<file path="src/rtl/systolic_pe_pkg.sv">
// Shared types and constants for the second-generation systolic PE.
package systolic_pe_pkg;

  typedef enum logic [1:0] {
    IDLE     = 2'd0,
    WS_RUN   = 2'd1,
    OS_ACC   = 2'd2,
    OS_DRAIN = 2'd3
  } pe_state_t;

  localparam logic MODE_WS = 1'b0;
  localparam logic MODE_OS = 1'b1;

endpackage

</file>
<file path="src/rtl/systolic_array_pe_v2_mac.sv">
// Combinational MAC: signed multiply, sign-extend to BW_ACCU+1, add, then
// clamp or wrap. Shared by the WS and OS datapaths of the PE.
module pe_mac_sat #(
  parameter int BW_ACT   = 8,
  parameter int BW_WET   = 8,
  parameter int BW_ACCU  = 32,
  parameter bit SATURATE = 1'b1
) (
  input  logic [BW_ACT-1:0]  act,
  input  logic [BW_WET-1:0]  wet,
  input  logic [BW_ACCU-1:0] addend,
  output logic [BW_ACCU-1:0] sum,
  output logic               ovf
);

  localparam int PW = BW_ACT + BW_WET;
  localparam logic [BW_ACCU-1:0] ACC_MAX = {1'b0, {(BW_ACCU-1){1'b1}}};
  localparam logic [BW_ACCU-1:0] ACC_MIN = {1'b1, {(BW_ACCU-1){1'b0}}};

  logic signed [PW-1:0]    prod;
  logic signed [BW_ACCU:0] prod_x;
  logic signed [BW_ACCU:0] add_x;
  logic signed [BW_ACCU:0] s;

  assign prod   = $signed(act) * $signed(wet);
  assign prod_x = {{(BW_ACCU+1-PW){prod[PW-1]}}, prod};
  assign add_x  = {addend[BW_ACCU-1], addend};
  assign s      = prod_x + add_x;

  // Overflow: the guard bit disagrees with the result sign bit.
  assign ovf = s[BW_ACCU] ^ s[BW_ACCU-1];

  // Clamp toward the sign of the true sum, or just drop the guard bit.
  always_comb begin
    sum = s[BW_ACCU-1:0];
    if (SATURATE && ovf) sum = s[BW_ACCU] ? ACC_MIN : ACC_MAX;
  end

endmodule

</file>
<file path="src/rtl/systolic_array_pe_v2.sv">
// Systolic-array PE: double-buffered weights, WS and OS dataflows,
// registered activation / psum pipes and optional saturating accumulation.
module systolic_array_pe_v2
  import systolic_pe_pkg::*;
#(
  parameter int BW_ACT   = 8,
  parameter int BW_WET   = 8,
  parameter int BW_ACCU  = 32,
  parameter bit SATURATE = 1'b1
) (
  input  logic               clk,
  input  logic               reset_n,
  input  logic               PE_enable,
  input  logic               PE_mode,
  input  logic               PE_clear_acc,
  input  logic               PE_drain,
  input  logic               PE_wet_load_valid_in,
  input  logic [BW_WET-1:0]  PE_wet_load_in,
  output logic               PE_wet_load_valid_out,
  output logic [BW_WET-1:0]  PE_wet_load_out,
  input  logic               PE_wet_swap,
  input  logic               PE_act_valid_in,
  input  logic [BW_ACT-1:0]  PE_act_in,
  output logic               PE_act_valid_out,
  output logic [BW_ACT-1:0]  PE_act_out,
  input  logic               PE_psum_valid_in,
  input  logic [BW_ACCU-1:0] PE_psum_in,
  output logic               PE_psum_valid_out,
  output logic [BW_ACCU-1:0] PE_psum_out,
  output logic               PE_sat_flag
);

  pe_state_t state, state_nxt;

  logic [BW_WET-1:0]  shadow_wet;
  logic [BW_WET-1:0]  active_wet;
  logic [BW_ACCU-1:0] acc;
  logic               drain_dumped;   // previous cycle was already OS_DRAIN

  logic [BW_WET-1:0]  mac_wet;
  logic [BW_ACCU-1:0] mac_add;
  logic [BW_ACCU-1:0] mac_sum;
  logic               mac_ovf;
  logic               mac_ws;
  logic               mac_os;

  // WS multiplies by the resident weight and adds the incoming psum;
  // OS multiplies by the weight streamed down the psum lane into acc.
  assign mac_ws  = (state == WS_RUN) && PE_act_valid_in;
  assign mac_os  = (state == OS_ACC) && PE_act_valid_in && PE_psum_valid_in;
  assign mac_wet = (state == WS_RUN) ? active_wet : PE_psum_in[BW_WET-1:0];
  assign mac_add = (state == WS_RUN) ? (PE_psum_valid_in ? PE_psum_in : '0) : acc;

  pe_mac_sat #(
    .BW_ACT   (BW_ACT),
    .BW_WET   (BW_WET),
    .BW_ACCU  (BW_ACCU),
    .SATURATE (SATURATE)
  ) u_mac (
    .act    (PE_act_in),
    .wet    (mac_wet),
    .addend (mac_add),
    .sum    (mac_sum),
    .ovf    (mac_ovf)
  );

  // State register.
  always_ff @(posedge clk) begin
    if (!reset_n) state <= IDLE;
    else          state <= state_nxt;
  end

  // Next-state: mode only matters when leaving IDLE.
  always_comb begin
    state_nxt = state;
    case (state)
      IDLE:     if (PE_enable) state_nxt = (PE_mode == MODE_OS) ? OS_ACC : WS_RUN;
      WS_RUN:   if (!PE_enable) state_nxt = IDLE;
      OS_ACC:   if (!PE_enable) state_nxt = IDLE;
                else if (PE_drain) state_nxt = OS_DRAIN;
      OS_DRAIN: if (!PE_enable) state_nxt = IDLE;
                else if (!PE_drain) state_nxt = OS_ACC;
      default:  state_nxt = IDLE;
    endcase
  end

  // Activation pipe: data always forwarded, valid masked while idle.
  always_ff @(posedge clk) begin
    if (!reset_n) begin
      PE_act_out       <= '0;
      PE_act_valid_out <= 1'b0;
    end else begin
      PE_act_out       <= PE_act_in;
      PE_act_valid_out <= PE_act_valid_in && (state != IDLE);
    end
  end

  // Shadow weight shift chain and swap; swap sees the pre-shift shadow.
  always_ff @(posedge clk) begin
    if (!reset_n) begin
      shadow_wet            <= '0;
      active_wet            <= '0;
      PE_wet_load_out       <= '0;
      PE_wet_load_valid_out <= 1'b0;
    end else begin
      PE_wet_load_valid_out <= PE_wet_load_valid_in;
      if (PE_wet_load_valid_in) begin
        shadow_wet      <= PE_wet_load_in;
        PE_wet_load_out <= shadow_wet;
      end
      if (PE_wet_swap) active_wet <= shadow_wet;
    end
  end

  // Psum lane, OS accumulator and sticky saturation flag.
  always_ff @(posedge clk) begin
    if (!reset_n) begin
      PE_psum_out       <= '0;
      PE_psum_valid_out <= 1'b0;
      acc               <= '0;
      drain_dumped      <= 1'b0;
      PE_sat_flag       <= 1'b0;
    end else begin
      drain_dumped <= (state == OS_DRAIN);
      case (state)
        WS_RUN: begin
          if (PE_act_valid_in) begin
            PE_psum_out       <= mac_sum;
            PE_psum_valid_out <= 1'b1;
          end else if (PE_psum_valid_in) begin
            PE_psum_out       <= PE_psum_in;
            PE_psum_valid_out <= 1'b1;
          end else begin
            PE_psum_valid_out <= 1'b0;
          end
        end
        OS_ACC: begin
          PE_psum_out       <= PE_psum_in;
          PE_psum_valid_out <= PE_psum_valid_in;
          if (mac_os) acc <= mac_sum;
        end
        OS_DRAIN: begin
          if (!drain_dumped) begin
            PE_psum_out       <= acc;
            PE_psum_valid_out <= 1'b1;
            acc               <= '0;
          end else begin
            PE_psum_out       <= PE_psum_in;
            PE_psum_valid_out <= PE_psum_valid_in;
          end
        end
        default: PE_psum_valid_out <= 1'b0;
      endcase
      // Clear wins over a same-cycle MAC update and flag set.
      if (PE_clear_acc) begin
        acc         <= '0;
        PE_sat_flag <= 1'b0;
      end else if (SATURATE && mac_ovf && (mac_ws || mac_os)) begin
        PE_sat_flag <= 1'b1;
      end
    end
  end

endmodule

</file>
<file path="config.mk">
export PLATFORM = sky130hd
export DESIGN_NAME = systolic_array_pe_v2
export DESIGN_NICKNAME = d
export VERILOG_FILES = /design/src/rtl/systolic_pe_pkg.sv /design/src/rtl/systolic_array_pe_v2_mac.sv /design/src/rtl/systolic_array_pe_v2.sv
export SDC_FILE = /design/constraint.sdc
export NUM_CORES = 1
export LEC_CHECK = 0
export CORE_ASPECT_RATIO = 1.25
export CORE_UTILIZATION = 60
export DETAILED_ROUTE_END_ITERATION = 6
export DONT_BUFFER_PORTS = 1
export GPL_ROUTABILITY_DRIVEN = 1
export PLACE_DENSITY = 0.76
export SLEW_MARGIN = 20
export SYNTH_ARGS = -nofsm -noshare
export SYNTH_HDL_FRONTEND = slang
export SYNTH_SLANG_ARGS = --single-unit
</file>
<file path="constraint.sdc">
create_clock -name clk -period 21.9 [get_ports clk]
set_input_delay 3.285 -clock clk [delete_from_list [all_inputs] [get_ports clk]]
set_output_delay 3.285 -clock clk [all_outputs]
set_load 0.02 [all_outputs]
</file>
==> results of run 1 <==
==> cells by family (layout without fill, tap and decap cells) <==
kind of cell	after synthesis	after routing	share of synthesized area (%)
flip-flops	103	103	18.9
multiplexers	31	31	2.85
buffers and inverters	202	159	7.23
AND/OR/NAND/NOR	357	357	16.0
adder cells (fa/ha/maj)	214	214	34.2
XOR/XNOR	31	31	2.56
AO/OA/AOI/OAI	289	289	18.3
==> routing by layer <==
layer	part of all wire, %	vias up
met5	0	-
met4	6.7	0
met3	6.1	79
met2	50	337
met1	38	4324
li1	-	4071
==> sequential cells by signal, indices dropped and copies added (netlist names), 2 cells and up <==
register	flops
active_wet	8
PE_act_out	8
shadow_wet	8
PE_wet_load_out	8
PE_psum_out	32
state	2
acc	32
==> cells in the final DEF, fill, tap and decap left out, types with 9 or more instances in the layout <==
cell type  Yosys  layout
fa_1         140     140
inv_1        129     129
nand2_1      123     123
dfxtp_1      103     103
a21oi_1       82      82
ha_1          72      72
nor2_1        55      52
nor2b_1       47      47
o21ai_0       41      41
and3_1        35      35
nand3_1       34      34
mux2i_1       31      31
o21ai_1       25      25
and2_1        24      24
a31oi_1       21      21
xnor2_1       18      18
nand2b_1      14      14
o211ai_1      14      14
buf_4          1      13
xor2_1        12      12
a41oi_1       10      10
o221ai_1      10      10
a21o_1         9       9
nor3_1        11       9
clkbuf_16      0       9
==> worst reg2reg max path, cell delays in order (launching register included) <==
cell	delay (ns)
dfxtp_1	0.72
inv_1	0.42
nand2_1	0.26
buf_4	0.45
mux2i_1	0.71
nor2b_1	0.23
ha_1	0.37
inv_1	0.05
fa_1	0.50
inv_1	0.64
fa_1	0.57
fa_1	0.46
ha_1	0.29
ha_1	0.39
a21oi_1	0.24
o22ai_1	0.12
o41ai_1	0.36
nand2_1	0.12
a31oi_1	0.30
o32ai_2	0.28
o21ai_4	0.18
buf_4	0.51
o21ai_1	0.22
o41ai_2	0.29
==> synthesized netlist by cell type (34+ instances only) <==
cell	count	area [sq um]
dfxtp_1	103	2060
nor2_1	55	206
nand3_1	34	170
ha_1	72	901
inv_1	129	484
a21oi_1	82	410
o21ai_0	41	205
fa_1	140	2800
clkbuf_1	59	221
nor2b_1	47	294
and3_1	35	219
nand2_1	123	462
==> worst paths after layout <==
kind,startpoint,end,slack [ns],cells past startpoint
worst max-delay path,PE_psum_in[2],PE_psum_out[25]$_SDFFE_PN0P_,11.79,19
worst min-delay path,acc[1]$_SDFFE_PP0P_,acc[1]$_SDFFE_PP0P_,0.48,2
worst max register to register,state[1]$_SDFFE_PN0P_,PE_psum_out[25]$_SDFFE_PN0P_,13.14,23
worst min register to register,acc[1]$_SDFFE_PP0P_,acc[1]$_SDFFE_PP0P_,0.48,2
==> cell type report <==
type	count	area share (%)
well taps	224	2.48
inverters	130	4.31
clock buffers	10	2.11
multi-input cells	922	71.4
flip-flops and latches	103	18.2
repair buffers	13	0.862
clock inverters	6	0.663
==> through the flow <==
stage | area, sq um | worst slack [ns] | util (%)
floorplan | 10900 | 12.56 | -
global placement | 11000 | 11.61 | 62.4
detailed placement | 11000 | 11.47 | 62.4
CTS | 11300 | 11.84 | 64.2
global route | 11300 | 11.35 | 64.2
finish | 11300 | 11.79 | 64.2
==> results summary, run 1 <==
The run finished with clean final reports. The Yosys step of the flow raised 0 warnings. The post-route clock skew is 0.0100 ns.

Headroom to the max-slew limit came out at 28.2%. For this run, the detailed router's first-pass iteration total came to 6. The number of nets in the synthesized netlist is 1497. The initial antenna violation count was 0. Wires add up to 29000 microns. The number of setup buffers added after CTS is 0. The number of vias in the routed layout is 8811. The starting density of the core came out at 61.8%. The via count of the first global-routing pass is 8808. Setup repair after global routing left no endpoint under its margin. The die covers 0.0187 sq mm. Buffers placed on the I/O ports in this run total 0. The number of hold-slack violations in the final timing report is 0. The width of the die came out at 123 microns. The number of pins exceeding their max-slew limit in the final report came to 0.

The mean area per synthesized cell is 8.88 sq um. For this run, global-route usage on met1 was measured as between 30% and 40%. The global-route congestion overflow total came out at 0. The HPWL after detailed placement is roughly 22000 microns. The required time reported for the critical path endpoint came out at 22.17 ns.

In the final layout, the multi-input gates occupy 0.00808 sq mm. The number of standard-cell rows in the floorplan came out at 54. The prevailing post-synth register cell is dfxtp_1. The top achievable clock speed came out at 0.0989 GHz. The number of enable-type register cells in the synthesized netlist is 0. In the final timing run, aggregate negative setup slack is 0 ns. Fill cells in the final layout number 1488. The pin count of the biggest net entering global routing came out at 75. The stage delay of the slowest cell on the critical path came out at 0.67 ns. In this design, the largest share of critical-path delay is due to adder cells.

The final net count came out at 1449. The critical path contains buffers and inverters numbering 2 combined. In the routed design, unresolved DRC markers number 0.

STA classifies the critical path endpoint as a flip-flop. The height of the die is 153 microns. The worst-skew pair later-pin latency is 0.36 ns. Once layout is complete, the cells apart from fillers number about 1400. The slowest library cell on the worst path is mux2i_1. The arrival time of the worst setup path is 10.38 ns. The relative area change from synthesis to final layout came out at 3.88%.

The maximum root-to-sink buffer count is 2. The count of placed standard cells including taps came out at between 1000 and 1500. The violation count after the first detailed-route iteration came out at slightly above 700. The mean routed wirelength per cell is about 20 microns.

Buffers inserted during clock tree synthesis total 9. TritonCTS built the clock tree. The clock drives 103 sinks.

Of the synthesized area, sequential elements account for a little under a fifth. The async set-reset flop share out of synthesis came out at 0%. In the final layout, the share of cells above drive strength 1 is roughly 5.6%.

The number of instances in the synthesized netlist is between 1000 and 1500. The antenna diode count came out at 0. The final weighted congestion in routability-driven placement is 0.976.

Clock tree synthesis selected as its root buffer the cell clkbuf_16. Among the stages of the critical path, the cell type that occurs most often is fa_1. The detail-routed via count per cell came out at about 6.3. For this run, the total global-route usage over all layers was measured as 32.1%. The count of hold-fix buffers inserted at cts is 0. Global routing consumed, on the met3 layer, 4.98% of the routing resources. The final worst hold slack came out at 0.475 ns. After clock tree synthesis, the clock-pin slew on the worst setup and hold paths is about 0.08 ns.

The path class of the tightest hold or removal check is reg -> reg. The register bit total from synthesis is 103. The slew at the pin with the worst max-slew slack came out at 1.07 ns. The final-report setup violation count is 0. The boundary pin count came out at 110. The minimum clock period after layout is 10.11 ns. The wire length of the first global-routing pass is 46300 microns. Traced cell by cell, the critical path runs through mux2i_1 -> nand2b_1 -> fa_1 -> fa_1 -> inv_1 -> fa_1 -> fa_1 -> ha_1 -> ha_1 -> a21oi_1 -> o22ai_1 -> o41ai_1 -> nand2_1 -> a31oi_1 -> o32ai_2 -> o21ai_4 -> buf_4 -> o21ai_1 -> o41ai_2.

The met2 routing resource usage after global routing came out at 54.2%. The worst setup path is of the in -> reg kind. The cell area after technology mapping is about 0.011 sq mm. After layout, the worst path uses 46.2% of the clock period.

In this run the worst path has a maximum fanout of between 50 and 60. The combined flip-flop and latch cell area came out at 0.00206 sq mm. The nature of the critical path startpoint is an input pin. The number of distinct standard cells referenced by the synthesized netlist is 73.

After floorplanning, the core was sized to cover 0.0176 sq mm. The tool flagged a number of max-cap violations equal to 0. In this run the remaining antenna-violating nets after routing total 0.

In this run the most used layer during global routing was met2. The number of gates resized after CTS is 0. The number of H-tree levels came out at 3.
Power of run 1 is not shown: default switching activity piles up to over one toggle a cycle in this logic, so the estimate is an artifact.
==> run 2, diff against run 1 <==
clock period = 9.5 ns   (was 21.9 ns; I/O delays follow)
==> results summary, run 2 (synthesized netlist as in run 1, its figures left out) <==
The run finished with clean final reports. The net count of the finished layout is roughly 1500. The initial antenna violation count came out at 0. The detail-routed via count per cell is 6.23. Global routing consumed, over all layers together, 32.9% of the routing resources. By startpoint and endpoint, the worst setup path is classified as reg -> reg. The final-report setup violation count is 0. The post-CTS setup-driven buffer insertion count is 0. The placed instance area is 0.0111 sq mm.

The number of hold-slack violations in the final timing report is 0. The count of nets left with antenna violations once routing finished came out at 0. The worst-skew pair later-pin latency is 0.36 ns. The number of antenna diodes in the final layout is 0.

The sum of negative setup slack came out at 0 ns. The top achievable clock speed came out at between 0.1 and 0.15 GHz. In the layout the commonest cells are fa_1, inv_1, nand2_1. The total wire length after detailed routing is 29400 microns.

The design area came out at about 0.011 sq mm. Setup repair after global routing left no endpoint under its margin. The number of violations of the max-capacitance limit came out at 0.

The post-route clock skew is 0.00850 ns. The highest fanout seen on the critical path is 30. The number of gates resized after CTS was 0.

The number of detailed-route iterations in the first pass came out at 5. In the final routed layout, each cell accounts on average for 20.8 microns. The wire length of the first global-routing pass came out at roughly 48000 microns. The number of I/O port buffers came out at 0. In this run the worst hold path is classified as reg -> reg.

The die outline area is 0.0187 sq mm. Data on the critical path is required at its endpoint by 9.76 ns. The final routed DRC violation total came out at 0. The kind of capture point of the worst setup path is a flip-flop. The commonest non-fill, non-tap cell in the layout is fa_1. The post-CTS clock slew at the launch and capture registers of the worst setup and hold paths is ~0.070 ns. The largest registers in the layout are PE_psum_out: 32 flops, acc: 32 flops. The height of the die came out at 153 microns. The number of standard-cell rows in the floorplan is 54.

The CTS buffer count came out at 9. The number of pins exceeding their max-slew limit in the final report is 0. At the placement stage, the worst setup path has a slack of 0.910 ns.

For this block, the initial DRC count from the detailed router was 648. The area of the placeable core is 0.0176 sq mm. The via count of the first global-routing pass was ~9000. The post-route netlist has 5.89% of its cells at a drive strength greater than 1. In the post-route analysis, the smallest setup slack over all paths is 0.774 ns. TritonCTS built the clock tree. The clock sink count came out at 103. The maximum root-to-sink buffer count is 2. The stage delay of the slowest cell on the critical path is 0.67 ns.

The routed design could run at a clock period as short as 8.73 ns. The boundary pin count came out at 110. For the pin with the worst max-slew slack, the measured transition is 1.04 ns. Setup slack on the worst reg-to-reg path comes out at 0.77 ns. The tightest hold path in the finished design has a slack of around 0.47 ns. CTS placed an instance of clkbuf_16 at the clock tree root.

The starting density of the core is 61.8%. The total half-perimeter wirelength after legalization and detailed placement is 23100 microns. Compared with the post-synthesis result, the final layout area differs by 3.98%. Data arrives at the worst endpoint at 8.98 ns. The number of H-tree levels is 3.

The share of the clock period used by the worst path is 91.9%. The nature of the critical path startpoint is a flip-flop. The final weighted congestion in routability-driven placement is just under 1.

The number of vias in the routed layout came out at between 8000 and 9000. The count of hold-fix buffers inserted at cts came out at 0. The width of the die came out at 123 microns.

The pin count of the biggest net entering global routing is 75. The global-route congestion overflow total came out at 0. The slowest library cell on the worst path is dfxtp_1.

The max-slew headroom at the worst pin is 30.2%.
run 2: final cells by class:
cell class / instances / area, sq um
Clock buffer: 10 / 229
Clock inverter: 5 / 43.8
Fill cell: 1504 / 6300
Inverter: 130 / 488
Multi-Input combinational cell: 922 / 8080
Sequential cell: 103 / 2060
Tap cell: 224 / 280
Timing Repair Buffer: 18 / 148
run 2: worst paths after layout:
kind / from / cells past startpoint / end
setup / recovery: state[1]$_SDFFE_PN0P_ / 25 / PE_psum_out[25]$_SDFFE_PN0P_
hold / removal: acc[29]$_SDFFE_PP0P_ / 2 / acc[29]$_SDFFE_PP0P_
setup reg to reg: state[1]$_SDFFE_PN0P_ / 25 / PE_psum_out[25]$_SDFFE_PN0P_
hold reg to reg: acc[29]$_SDFFE_PP0P_ / 2 / acc[29]$_SDFFE_PP0P_
run 2: worst max-delay path: cells and delay by family (launching register included):
| kind | cells | cell delay, ns |
|---|---|---|
| adder cells (fa/ha/maj) | 6 | 2.67 |
| flip-flops | 1 | 0.67 |
| AND/OR/NAND/NOR | 5 | 1.06 |
| AO/OA/AOI/OAI | 8 | 2.39 |
| buffers and inverters | 6 | 1.82 |
run 2: stage by stage:
stage | utilization [%] | cells
after global routing | 64.3 | 1412
after detailed placement | 62.7 | 1397
after floorplan | - | 1227
final | 64.3 | 1412
after global placement | 62.7 | 1397
after CTS | 64.3 | 1412
run 2: per-layer routing:
metal / vias up / routed length (microns) / global-route usage [%]
met1: 4243 / 10800 / 39.1
met4: 0 / 2250 / 21.6
met3: 97 / 2040 / 5.35
met5: - / 0 / 0
li1: 4073 / - / -
met2: 385 / 14400 / 54.1
Power of run 2 is left out for the same reason.
==> run 3, diff against run 2 <==
CORE_MARGIN = 4   (was unset)
SYNTH_HIERARCHICAL = 1   (was unset)
==> results summary, run 3 <==
The run finished with clean final reports. The tree is rooted in a clkbuf_16. The synthesized netlist devotes 15.3% of its cell area to simple gates.

After clock tree synthesis, the setup repair step added 0 buffers. Yosys printed 6 warnings. The number of vias in the routed layout is 8426. The number of antenna diodes in the final layout is 0. Derived from the worst setup path, the maximum achievable clock frequency is roughly 0.12 GHz. Buffers placed on the I/O ports in this run total 0. In the layout the commonest cells are fa_1, nand2_1, inv_1.

The sum of negative setup slack is 0 ns. The clock drives 103 sinks. Of all nets on the critical path, the largest fanout is 25.

Leaving out fill and tap cells, the most frequent cell in the layout is fa_1. 110 I/O pins were placed. The cell area after technology mapping came out at approximately 0.011 sq mm.

The wire length of the first global-routing pass came out at 45700 microns. Of the total synthesized cell area, the portion taken by XOR and XNOR cells is 2.84%. Setup repair after global routing left no endpoint under its margin. The adder and majority gate portion of the synthesized area came out at 36.2%. The final net count is about 1400.

Gates resized during post-CTS repair numbered 0. The async set-reset flop share out of synthesis came out at 0%. The largest registers in the layout are PE_psum_out: 32 flops, acc: 32 flops.

The number of instances in the synthesized netlist came out at 1172. The path class of the tightest hold or removal check is reg -> reg. The post-synthesis mux area share is 4.96%. The total wire length after detailed routing is 27600 microns.

The number of violations of the max-capacitance limit is 0. The sequential element share of the synthesized area came out at between 10% and 20%. The final weighted congestion in routability-driven placement is roughly 0.88.

The all-layer global routing usage is between 20% and 30%. The mean area per synthesized cell is 9.47 sq um. Counting the buffers created by CTS gives 9. The path type of the worst setup path is reg -> reg.

The area of the placeable core is 0.0182 sq mm. The max-slew headroom at the worst pin came out at 23.7%. The stage delay of the slowest cell on the critical path is 0.75 ns. The number of enable-type register cells in the synthesized netlist came out at 0. The register bit total from synthesis came out at 103. The count of nets left with antenna violations once routing finished came out at 0. The most used flip-flop cell after synthesis is dfxtp_1. For this design, the slowest cell found on the critical path is dfxtp_1. The number of standard-cell rows in the floorplan came out at 55.

The number of hold-slack violations in the final timing report came out at 0. In this run the number of H-tree levels came out at 3. The post-CTS clock slew at the launch and capture registers of the worst setup and hold paths came out at 0.08 ns. The netlist uses 65 different library cells. The width of the die is 130 microns. For this run, design rule violations remaining after detail routing come to 0. fa_1 is the most common cell in the netlist. The slew at the pin with the worst max-slew slack is roughly 1.1 ns. In the final routed layout, each cell accounts on average for 20.4 microns. For the worst setup path, the data arrival time is approximately 8.5 ns. The kind of capture point of the worst setup path is a flip-flop. After synthesis, the largest family of logic cells by area is adder cells. The detail-routed via count per cell is 6.21. The final worst hold slack came out at 0.493 ns. The maximum root-to-sink buffer count came out at 2. By count the netlist is led by fa_1, nand2_1, inv_1. The share of the synthesized area in the top cell type is 25.3%. The relative area change from synthesis to final layout is 2.95%.

The number of nets in the synthesized netlist is 1442. The compound-gate portion of the synthesized area came out at between 10% and 20%. The largest area contributor in the netlist is fa_1. The final-report setup violation count is 0. The minimum clock period after layout is ~8.3 ns.

At the later pin of the worst-skew pair, clock insertion delay measures about 0.36 ns. The reg-to-reg setup timing slack is 1.24 ns. The pin count of the biggest net entering global routing came out at 70. The post-route clock skew came out at 0.00850 ns.

The initial antenna violation count is 0. The count of hold-fix buffers inserted at cts is 0. TritonCTS built the clock tree. The via count of the first global-routing pass is slightly below 9000. The global-route congestion overflow total is 0. The nature of the critical path startpoint is a flip-flop.

The die is 160 microns tall. After layout, the worst path uses 87.0% of the clock period. The fraction of final layout cells sized beyond drive strength 1 is 7.36%. The starting density of the core is 61.1%. Sorting the synthesized cells by area gives the leading types as fa_1, dfxtp_1, ha_1, mux2i_1, nand2_1. The number of pins exceeding their max-slew limit in the final report is 0. The violation count after the first detailed-route iteration came out at between 500 and 600.

The number of detailed-route iterations in the first pass is 5. The total half-perimeter wirelength after legalization and detailed placement came out at about 21000 microns. For the worst setup path, the data required time is 9.74 ns. The die outline area is slightly above 0.02 sq mm.
-- run 3: cell types whose count changed after synthesis, moves of 19 or more --
cell	change
a21oi_1	-32
a32o_1	+30
and2_1	+19
and3_1	-32
clkbuf_1	-22
inv_1	-22
maj3_1	+29
nand3_1	-27
nor2b_1	-33
o21ai_1	-20
or3b_2	+21
-- run 3: worst max-delay path: cells and delay by family (launching register included) --
| kind | cells | cell delay (ns) |
|---|---|---|
| adders and majority gates | 7 | 2.81 |
| buffers and inverters | 4 | 1.31 |
| and+or+nand+nor | 6 | 1.23 |
| AOI/OAI and AO/OA | 6 | 1.22 |
| DFF | 1 | 0.75 |
| xor gates and xnor gates | 1 | 0.41 |
| muxes | 1 | 0.37 |
-- run 3: cells by family after synthesis --
group	after synthesis
buf+inv	182
mux	54
xor+xnor	33
compound gates	231
simple gates	326
fa+ha+maj	243
flops	103
-- run 3: path summary, 6_finish.rpt --
path,to,from,cells after the start
min reg2reg,active_wet[4]$_SDFFE_PN0P_,active_wet[4]$_SDFFE_PN0P_,2
min,active_wet[4]$_SDFFE_PN0P_,active_wet[4]$_SDFFE_PN0P_,2
max reg2reg,PE_psum_out[27]$_SDFFE_PN0P_,state[0]$_SDFFE_PN0P_,25
max,PE_psum_out[27]$_SDFFE_PN0P_,state[0]$_SDFFE_PN0P_,25
-- run 3: area by class of cell --
type | instances | area [sq um]
flip-flops and latches | 103 | 2060
well taps | 228 | 285
clock inverters | 7 | 71.3
multi-input cells | 887 | 8270
clock buffers | 9 | 225
fillers | 1540 | 6740
repair buffers | 14 | 105
inverters | 108 | 405
-- run 3: through the flow --
step           area, sq um  setup slack [ns]  utilization (%)  cells
2_1_floorplan        11100              1.60                -   1172
3_3_place_gp         11100              1.47             61.3   1340
3_5_place_dp         11100              1.24             61.3   1340
4_1_cts              11400              1.29             62.9   1356
5_1_grt              11400             0.735             62.9   1356
6_report             11400              1.24             62.9   1356
-- run 3: routing by layer --
layer	vias up	global-route usage (%)	wire [microns]
li1	3924	-	-
met1	4148	34.0	10900
met2	287	48.5	14400
met3	67	3.91	1300
met4	0	10.5	1030
met5	-	0	0
Power of run 3 is left out for the same reason.
